`src/rtl/mvm_pkg.sv`:
```
// mvm_pkg: shared types and defaults for the MVM stream loader and MVM core bench.
//   send_state_t     - send FSM state encoding
//   mvm_byte_t       - signed 8-bit data byte
//   FRAME_LEN_DEF    - bytes per frame (x[0..3] then A[0..15], row-major)
//   DRAIN_CYCLES_DEF - cycles reserved after core done for y readout
//   TIMEOUT_DEF      - maximum cycles spent waiting for core done
package mvm_pkg;

  localparam int FRAME_LEN_DEF    = 20;
  localparam int DRAIN_CYCLES_DEF = 4;
  localparam int TIMEOUT_DEF      = 255;

  typedef logic signed [7:0] mvm_byte_t;

  typedef enum logic [2:0] {
    ST_IDLE,
    ST_START,
    ST_SEND,
    ST_WAIT_DONE,
    ST_DRAIN
  } send_state_t;

endpackage

```
`src/rtl/mvm_frame_buf.sv`:
```
// mvm_frame_buf: FRAME_LEN x 8 register file holding one frame.
//   clk   - clock, rising edge
//   we    - write enable
//   waddr - write address
//   wdata - signed write byte
//   raddr - read address
//   rdata - signed read byte, combinational from raddr
// Contents are data only and carry no reset; validity is tracked by the loader.
module mvm_frame_buf
  import mvm_pkg::*;
#(
  parameter int FRAME_LEN = FRAME_LEN_DEF,
  parameter int ADDR_W    = $clog2(FRAME_LEN_DEF)
) (
  input  logic                     clk,
  input  logic                     we,
  input  logic        [ADDR_W-1:0] waddr,
  input  logic signed [7:0]        wdata,
  input  logic        [ADDR_W-1:0] raddr,
  output logic signed [7:0]        rdata
);

  mvm_byte_t mem [FRAME_LEN];

  always_ff @(posedge clk) begin
    if (we) mem[waddr] <= wdata;
  end

  assign rdata = mem[raddr];

endmodule

```
`src/rtl/mvm_stream_loader.sv`:
```
// mvm_stream_loader: collects framed upstream bytes into a frame buffer and
// replays each complete frame to the MVM core with a start pulse, then waits
// for core done (with timeout) and a drain window before releasing the buffer.
//   clk, reset           - clock and synchronous active-high reset
//   in_valid/in_data/in_last/in_ready - upstream byte stream
//   mvm_start/mvm_data/mvm_rst        - MVM core control and data
//   mvm_done             - MVM core done flag, honoured only in WAIT_DONE
//   busy                 - send FSM not idle
//   frame_err            - pulse when a misframed upstream frame is dropped
//   timeout_err          - pulse when the core never reports done
//   frames_sent          - frames completed through DRAIN, wrapping
// Build option: MVM_LOADER_DBLBUF_EN selects two ping-pong frame buffers;
// without it a single buffer is used and upstream stalls while it is busy.
module mvm_stream_loader
  import mvm_pkg::*;
#(
  parameter int FRAME_LEN    = FRAME_LEN_DEF,
  parameter int DRAIN_CYCLES = DRAIN_CYCLES_DEF,
  parameter int TIMEOUT      = TIMEOUT_DEF
) (
  input  logic               clk,
  input  logic               reset,
  input  logic               in_valid,
  input  logic signed [7:0]  in_data,
  input  logic               in_last,
  output logic               in_ready,
  output logic               mvm_start,
  output logic signed [7:0]  mvm_data,
  input  logic               mvm_done,
  output logic               mvm_rst,
  output logic               busy,
  output logic               frame_err,
  output logic               timeout_err,
  output logic        [15:0] frames_sent
);

  localparam int AW = (FRAME_LEN > 1) ? $clog2(FRAME_LEN) : 1;
`ifdef MVM_LOADER_DBLBUF_EN
  localparam bit DBL = 1'b1;
`else
  localparam bit DBL = 1'b0;
`endif

  send_state_t       state;
  logic [AW-1:0]     wptr;
  logic              fill_sel;
  logic              send_sel;
  logic [1:0]        full;
  logic [15:0]       cnt;
  logic              accept;
  logic              last_pos;
  logic              complete;
  logic              misalign;
  logic              eligible;
  logic              buf_release;
  logic [AW-1:0]     rd_addr;
  logic signed [7:0] rd_data;
  logic signed [7:0] rd_data0;
  logic              we0;

  // Fill side: the buffer under fill is never full, the buffer under send is
  // always full, so the two sides can never touch the same buffer.
  assign in_ready = ~full[fill_sel];
  assign accept   = in_valid & in_ready;
  assign last_pos = (wptr == AW'(FRAME_LEN - 1));
  assign complete = accept & in_last & last_pos;
  assign misalign = accept & (in_last ^ last_pos);

  // A frame completing this cycle into the buffer next in line counts as
  // available, so IDLE launches START on the very edge it completes.
  assign eligible = full[send_sel] | (complete & (fill_sel == send_sel));

  assign buf_release = ((state == ST_DRAIN) && (cnt == 16'(DRAIN_CYCLES - 1))) ||
                       ((state == ST_WAIT_DONE) && !mvm_done && (cnt == 16'(TIMEOUT - 1)));

  // Read one byte ahead so the registered mvm_data shows byte k in the
  // (k+1)th cycle after START.
  assign rd_addr = ((state == ST_SEND) && (cnt != 16'(FRAME_LEN - 1))) ? AW'(cnt + 16'd1) : '0;

  assign we0 = accept & ~fill_sel;

  mvm_frame_buf #(.FRAME_LEN(FRAME_LEN), .ADDR_W(AW)) u_buf0 (
    .clk   (clk),
    .we    (we0),
    .waddr (wptr),
    .wdata (in_data),
    .raddr (rd_addr),
    .rdata (rd_data0)
  );

`ifdef MVM_LOADER_DBLBUF_EN
  logic              we1;
  logic signed [7:0] rd_data1;

  assign we1 = accept & fill_sel;

  mvm_frame_buf #(.FRAME_LEN(FRAME_LEN), .ADDR_W(AW)) u_buf1 (
    .clk   (clk),
    .we    (we1),
    .waddr (wptr),
    .wdata (in_data),
    .raddr (rd_addr),
    .rdata (rd_data1)
  );

  assign rd_data = send_sel ? rd_data1 : rd_data0;
`else
  assign rd_data = rd_data0;
`endif

  always_ff @(posedge clk) begin
    if (reset) begin
      wptr      <= '0;
      fill_sel  <= 1'b0;
      full      <= 2'b00;
      frame_err <= 1'b0;
    end else begin
      frame_err <= misalign;
      if (accept) wptr <= (in_last | last_pos) ? '0 : wptr + AW'(1);
      if (complete) begin
        full[fill_sel] <= 1'b1;
        if (DBL) fill_sel <= ~fill_sel;
      end
      if (buf_release) full[send_sel] <= 1'b0;
    end
  end

  always_ff @(posedge clk) begin
    if (reset) begin
      state       <= ST_IDLE;
      send_sel    <= 1'b0;
      cnt         <= '0;
      mvm_start   <= 1'b0;
      mvm_data    <= '0;
      mvm_rst     <= 1'b0;
      busy        <= 1'b0;
      timeout_err <= 1'b0;
      frames_sent <= '0;
    end else begin
      mvm_start   <= 1'b0;
      mvm_data    <= '0;
      mvm_rst     <= 1'b0;
      timeout_err <= 1'b0;
      case (state)
        ST_IDLE: begin
          if (eligible) begin
            state     <= ST_START;
            mvm_start <= 1'b1;
            busy      <= 1'b1;
          end
        end
        ST_START: begin
          state    <= ST_SEND;
          cnt      <= '0;
          mvm_data <= rd_data;
        end
        ST_SEND: begin
          if (cnt == 16'(FRAME_LEN - 1)) begin
            state <= ST_WAIT_DONE;
            cnt   <= '0;
          end else begin
            cnt      <= cnt + 16'd1;
            mvm_data <= rd_data;
          end
        end
        ST_WAIT_DONE: begin
          if (mvm_done) begin
            state <= ST_DRAIN;
            cnt   <= '0;
          end else if (cnt == 16'(TIMEOUT - 1)) begin
            state       <= ST_IDLE;
            busy        <= 1'b0;
            timeout_err <= 1'b1;
            mvm_rst     <= 1'b1;
            if (DBL) send_sel <= ~send_sel;
          end else begin
            cnt <= cnt + 16'd1;
          end
        end
        ST_DRAIN: begin
          if (cnt == 16'(DRAIN_CYCLES - 1)) begin
            state       <= ST_IDLE;
            busy        <= 1'b0;
            frames_sent <= frames_sent + 16'd1;
            if (DBL) send_sel <= ~send_sel;
          end else begin
            cnt <= cnt + 16'd1;
          end
        end
        default: state <= ST_IDLE;
      endcase
    end
  end

endmodule

```
`config.mk`:
```
export PLATFORM = sky130hd
export DESIGN_NAME = mvm_stream_loader
export DESIGN_NICKNAME = d
export VERILOG_FILES = /design/src/rtl/mvm_pkg.sv /design/src/rtl/mvm_frame_buf.sv /design/src/rtl/mvm_stream_loader.sv
export SDC_FILE = /design/constraint.sdc
export NUM_CORES = 1
export LEC_CHECK = 0
export CORE_AREA = 2 2 166 168
export DETAILED_ROUTE_END_ITERATION = 12
export DIE_AREA = 0 0 168 170
export PLACE_DENSITY = 0.47
export SLEW_MARGIN = 0
export SYNTH_ARGS = -nofsm -noshare
export SYNTH_HDL_FRONTEND = slang
export SYNTH_SLANG_ARGS = --single-unit
```
`constraint.sdc`:
```
create_clock -name clk -period 4.3 [get_ports clk]
set_input_delay 1.29 -clock clk [delete_from_list [all_inputs] [get_ports clk]]
set_output_delay 1.29 -clock clk [all_outputs]
set_load 0.01 [all_outputs]
```
==> impl_metrics.ini, run 1 <==
[status]
outcome = complete, no violations

[critical_path]
r2r-start = state[1]
rr_worst_depth = 7
critical_path.endpoint = mvm_data[5]
required_ns = 4.74
worstSetupStartpoint = reset
critical_path_class = primary input to flop
worstPathMaxFanout = 8
critPathCaptureType = flop
startpoint_type = primary input
r2r_setup_slack_ns = 1.13
reg2reg_to = mvm_data[1]
critPathArrivalTime_ns = 3.64

[cells_and_area]
seq_area_um2 = 5866
fin_cells = 1147
multi_input_comb_area_um2 = 3139
design_area_um2 = 10830
n_antenna_cell = 0
area_delta_synth_final_pct = 16.52
layout.nets = 810
drive_gt1_share_pct = 9.677
final_util_pct = 40.65
n_fill_cell = 2491

[placed_design]
postPlaceCellArea_um2 = 10050
dp_cells = 1104
post-dp-hpwl_um = 17440
routabilityCongestion = 0.8937
io_buffer_count = 42

[yosys]
synth_most_common_cell = edfxtp_1
ys_ff_latch = 213
synth.largest_area_cell = edfxtp_1
yosysWarnings = 0
ys_seq_area_share_pct = 63.09
synth.area.top_cells = edfxtp_1 52%, dfxtp_1 11%, nor2_1 2.5%, mux2i_1 1.9%, nand2_1 1.7%
yosys_most_used_dff = edfxtp_1
synth_edf_count = 160
netlist_area_um2 = 9298
avgSynthCellArea_um2 = 12.46
synth_top_area_share_pct = 51.68
synthArstFlopShare_pct = 0
synth_fp_nets = 767
yosys-top-cells-count = 160 x edfxtp_1, 63 x nor2_1, 53 x dfxtp_1
yosysUniqueCellTypes = 70
syn_inst = 746

[clock_network]
tritoncts = built
clkLatencyLatePin_ns = 0.52
cts_made_buffers = 24
clockBufferDepth = 3
cts.sink_count = 213
hold_buffers = 0
htreeDepth = 1
ctsResizeCount = 0
cts_root_buffer = clkbuf_16
clk_pin_slew_ns = 0.06
cts_setup_buffers = 0

[routing]
top_layer = met4
route.met3.wl_um = 1032
wl_per_cell_um = 22.25
finalWirelength_um = 25520
viasPerCell = 5.471
first_iter_violations = 642
routed-via-count = 6275
drt_first_pass_iters = 5
wl_met1_um = 11390
dr_wl_met2_um = 12500
remaining_drc_errors = 0
ant_nets = 0

[sta]
max_slew.worst_pin.slew_ns = 1.027
skew_ns = 0.02411
fin_crit_ns = 3.196
drv_slew = 0
timing.final.crit_share_pct = 74.33
finalSetupViolations = 0
hold-worst-slack_ns = 0.5109
hold_viol_final = 0
slew_headroom_pct = 29.76
final.setup.tns_ns = 0
rsz0062_at_grt = false
clock.fmax_ghz = 0.3129

[global_route]
overflow = 0
grt_first_pass_wirelength_um = 38700
grt_antenna_before_repair = 0
grt_usage_pct = 17.85
grt_max_degree = 39
grt_pass1_vias = 6342

[floorplanning]
start_util_pct = 34.89
ioPinCount = 43
die-height_um = 170
die_w_um = 168
core_um2 = 26650
rows = 60
dieArea_um2 = 28560

[power]
leakage_uw = 0.003474
power_density_nw_per_um2 = 399.8
max-vdd-ir-drop_mv = 0.2135

[job]
drv_cap = 0

[worst_hold_path]
min_path_type = flop to flop
whs_path_depth = 2
==> how the worst min path moves through the flow <==
stage	from	end	slack, ns
after global routing	busy	busy	0.56
after detailed placement	busy	busy	0.49
final	busy	busy	0.51
after global placement	busy	busy	0.50
after CTS	busy	busy	0.51
after floorplan	cnt[15]	cnt[15]	0.49
==> cell usage in the layout (no fill, tap or decap), types with 12 or more instances in the layout <==
| cell type | Yosys | routed |
|---|---|---|
| mux2i_1 | 18 | 18 |
| nand2_1 | 42 | 42 |
| nor2_1 | 63 | 63 |
| nor4_1 | 13 | 13 |
| dfxtp_1 | 53 | 53 |
| buf_4 | 3 | 18 |
| o2111ai_1 | 15 | 15 |
| clkbuf_16 | 0 | 24 |
| or3_1 | 14 | 14 |
| a31oi_1 | 14 | 14 |
| nand3_1 | 29 | 29 |
| o21ai_0 | 24 | 24 |
| xnor2_1 | 18 | 18 |
| inv_1 | 18 | 18 |
| edfxtp_1 | 160 | 160 |
| and3_1 | 14 | 14 |
| clkdlybuf4s50_1 | 0 | 42 |
| a211oi_1 | 18 | 18 |
| a21oi_1 | 18 | 18 |
| and2_1 | 21 | 21 |
| nor2b_1 | 12 | 12 |
==> critical path, stage by stage <==
cell             delay [ns]
clkdlybuf4s50_1        0.45
nor2_1                 0.22
nand3b_1               0.10
o21ai_0                0.61
nand2_1                0.30
or3_1                  0.44
a32oi_1                0.22
==> layer usage <==
layer / vias to the layer above / global-route usage [%]
li1: 2957 / -
met1: 3121 / 23.58
met2: 154 / 30.63
met3: 43 / 2.744
met4: 0 / 4.915
met5: - / 0
==> sequential cells by signal, indices dropped and copies added (netlist names) <==
| register | flops |
|---|---|
| mvm_start | 1 |
| wptr | 5 |
| timeout_err | 1 |
| frame_err | 1 |
| frames_sent | 16 |
| mvm_data | 8 |
| busy | 1 |
| u_buf0.mem | 160 |
| cnt | 16 |
| full | 1 |
| state | 3 |
==> cell type report <==
class / instances / area share (%)
Clock inverter: 12 / 1.409
Clock buffer: 31 / 5.786
Inverter: 18 / 0.6236
Sequential cell: 213 / 54.14
Timing Repair Buffer: 60 / 5.128
Tap cell: 341 / 3.938
Multi-Input combinational cell: 472 / 28.98
==> stage by stage <==
| step | power, uW | setup slack, ns |
|---|---|---|
| global placement | 2360 | 0.6639 |
| detailed placement | 2360 | 0.5977 |
| global route | 4472 | 0.9151 |
| finish | 4332 | 1.104 |
| floorplan | 2294 | 1.297 |
| CTS | 4383 | 1.151 |
==> cell families after synthesis <==
group / count (synthesis) / synth area share, %
simple gates: 259 / 15.34
xor+xnor: 27 / 2.543
buf+inv: 61 / 3.149
flops: 213 / 63.09
compound gates: 158 / 12.60
fa+ha+maj: 8 / 1.077
mux: 20 / 2.207
==> report_power, final <==
| part | total, uW | switching [uW] | leakage, uW | internal, uW |
|---|---|---|---|---|
| clock network | 2020 | 805 | 0.000373 | 1210 |
| registers | 2230 | 6.74 | 0.00187 | 2220 |
| logic | 86.9 | 63.0 | 0.00123 | 23.9 |
| total | 4330 | 875 | 0.00347 | 3460 |
Note: power is estimated with default switching activity, not from simulation.
==> inputs of run 2 (changes only) <==
clock period = 3.3 ns   (was 4.3 ns; I/O delays follow)
==> impl_metrics.ini, run 2 (same netlist as run 1, synthesis figures left out) <==
[cells_and_area]
layout_common_cells = 160 x edfxtp_1, 63 x nor2_1, 53 x dfxtp_1
n_antenna_cell = 0
final_common_cell = edfxtp_1
multi_input_comb_area_um2 = 3139
top_register = u_buf0.mem
drive_gt1_share_pct = 13.74
seq_area_um2 = 5866
top_regs = u_buf0.mem: 160 flops, cnt: 16 flops, frames_sent: 16 flops
largest_reg_flops = 160
n_fill_cell = 2473
area_delta_synth_final_pct = 19.78
final_util_pct = 41.79
layout.nets = 846

[floorplanning]
ioPinCount = 43
start_util_pct = 34.89
die-height_um = 170
die_w_um = 168
dieArea_um2 = 28560
rows = 60
core_um2 = 26650

[routing]
first_iter_violations = 696
wl_met1_um = 11180
drt_first_pass_iters = 5
ant_nets = 0
dr_wl_met2_um = 12130
remaining_drc_errors = 0
wl_per_cell_um = 21.59
routed-via-count = 6521
finalWirelength_um = 25580
route.met3.wl_um = 1615
viasPerCell = 5.503
top_layer = met4

[critical_path]
startpoint_type = flop
crit_family = compound AO/OA/AOI/OAI gates
rr_worst_depth = 8
worstPathMaxFanout = 11
critical_path_class = flop to flop
crit_cells = 8
critPathCaptureType = flop
slowest_delay_ns = 0.64
cpMostUsedCell = buf_4
required_ns = 3.71
r2r_setup_slack_ns = 0.39
r2r-start = state[1]
critPathArrivalTime_ns = 3.32
path_buf_inv = 2
cp_cell_sequence = buf_4 > nor3b_2 > nand2b_1 > a2111oi_0 > buf_4 > o41ai_1 > a31oi_1 > a32oi_1
cpMaxStageDelayCell = a2111oi_0
reg2reg_to = mvm_data[1]

[worst_hold_path]
holdPathEnd = state[2]
whs_path_depth = 2
min_path_type = flop to flop
worstHoldStart = state[1]

[power]
max-vdd-ir-drop_mv = 0.4024
sw_frac_of_total_pct = 20.91
p_switching_uw = 1197
p_seq_share_pct = 50.7
leakage_uw = 0.003686
p_int_uw = 4527
combPwrFrac_pct = 2.0
power_density_nw_per_um2 = 513.9
power.share.clock_pct = 47.3

[sta]
slew_headroom_pct = 37.04
skew_ns = 0.02777
hold_viol_final = 0
finalSetupViolations = 0
drv_slew = 0
final.setup.tns_ns = 0
max_slew.worst_pin.slew_ns = 0.9393
fin_crit_ns = 2.907
rsz0062_at_grt = false
clock.fmax_ghz = 0.3440
timing.final.crit_share_pct = 88.09

[clock_network]
ctsResizeCount = 0
tritoncts = built
cts_setup_buffers = 0
cts_root_buffer = clkbuf_16
cts.sink_count = 213
hold_buffers = 0
clockBufferDepth = 3
htreeDepth = 1
clkLatencyLatePin_ns = 0.54
cts_made_buffers = 25
clk_pin_slew_ns = 0.06

[global_route]
grt_antenna_before_repair = 0
grt_usage_pct = 17.73
overflow = 0
grt_first_pass_wirelength_um = 38900
grt_max_degree = 34
grt_pass1_vias = 6424

[job]
drv_cap = 0

[status]
outcome = complete, no violations

[placed_design]
io_buffer_count = 42
post-dp-hpwl_um = 17490
routabilityCongestion = 0.8520
-- run 2: cell types whose count changed in the layout (fill, tap and decap cells not counted), moves of 2 or more --
cell       previous run  this run
clkbuf_16            24        26
clkbuf_8              0         3
clkinv_1              2         5
bufinv_16             3         1
buf_4                18        52
inv_6                 0         3
clkbuf_1              7         4
-- run 2: stage by stage --
step	std cells	setup WS (ns)	total power (uW)	hold WS [ns]	instance area, um2
detailed placement	1139	0.1237	3077	0.4993	10330
floorplan	746	0.2970	2989	0.4914	9298
finish	1185	0.3929	5723	0.5106	11140
CTS	1185	0.3798	5781	0.5132	11140
global placement	1139	0.1527	3075	0.4968	10330
global route	1185	0.2558	5893	0.5361	11140
-- run 2: how the worst max path moves through the flow --
stage / from / endpoint / slack [ns]
after floorplan: cnt[0] / mvm_data[0] / 0.30
after CTS: state[1] / mvm_data[1] / 0.38
final: state[1] / mvm_data[1] / 0.39
after global placement: reset / mvm_data[3] / 0.15
after global routing: state[1] / mvm_data[1] / 0.26
after detailed placement: reset / mvm_data[5] / 0.12
-- run 2: power by group through the flow --
stage | registers, uW | clock network, uW | logic [uW]
2_1_floorplan | 2960 | 0 | 32.7
3_3_place_gp | 2960 | 0 | 116
3_5_place_dp | 2960 | 0 | 119
4_1_cts | 2900 | 2760 | 120
5_1_grt | 2900 | 2870 | 127
6_report | 2900 | 2710 | 117
-- run 2: final cells by class --
class                   instances  area share [%]
repair buffers                 95           7.460
well taps                     341           3.831
multi-input cells             472           28.19
flip-flops and latches        213           52.67
clock buffers                  34           6.415
clock inverters                12          0.8314
inverters                      18          0.6067
-- run 2: layer usage --
layer | track usage [%] | vias up
li1 | - | 3040
met5 | 0 | -
met1 | 24.07 | 3230
met2 | 28.93 | 207
met4 | 5.293 | 0
met3 | 3.395 | 44
-- run 2: worst register-to-register path, cell delays in order, from the launching register on --
cell and delay [ns]:
dfxtp_1 0.37, buf_4 0.18, nor3b_2 0.55, nand2b_1 0.37, a2111oi_0 0.65, buf_4 0.22
o41ai_1 0.08, a31oi_1 0.27, a32oi_1 0.10
==> inputs of run 3 (changes only) <==
CTS_CLUSTER_DIAMETER = 120   (was default)
GPL_ROUTABILITY_DRIVEN = 0   (was default)
==> results of run 3 <==
No change in the layout: final DEF, timing and power equal those of run 2.
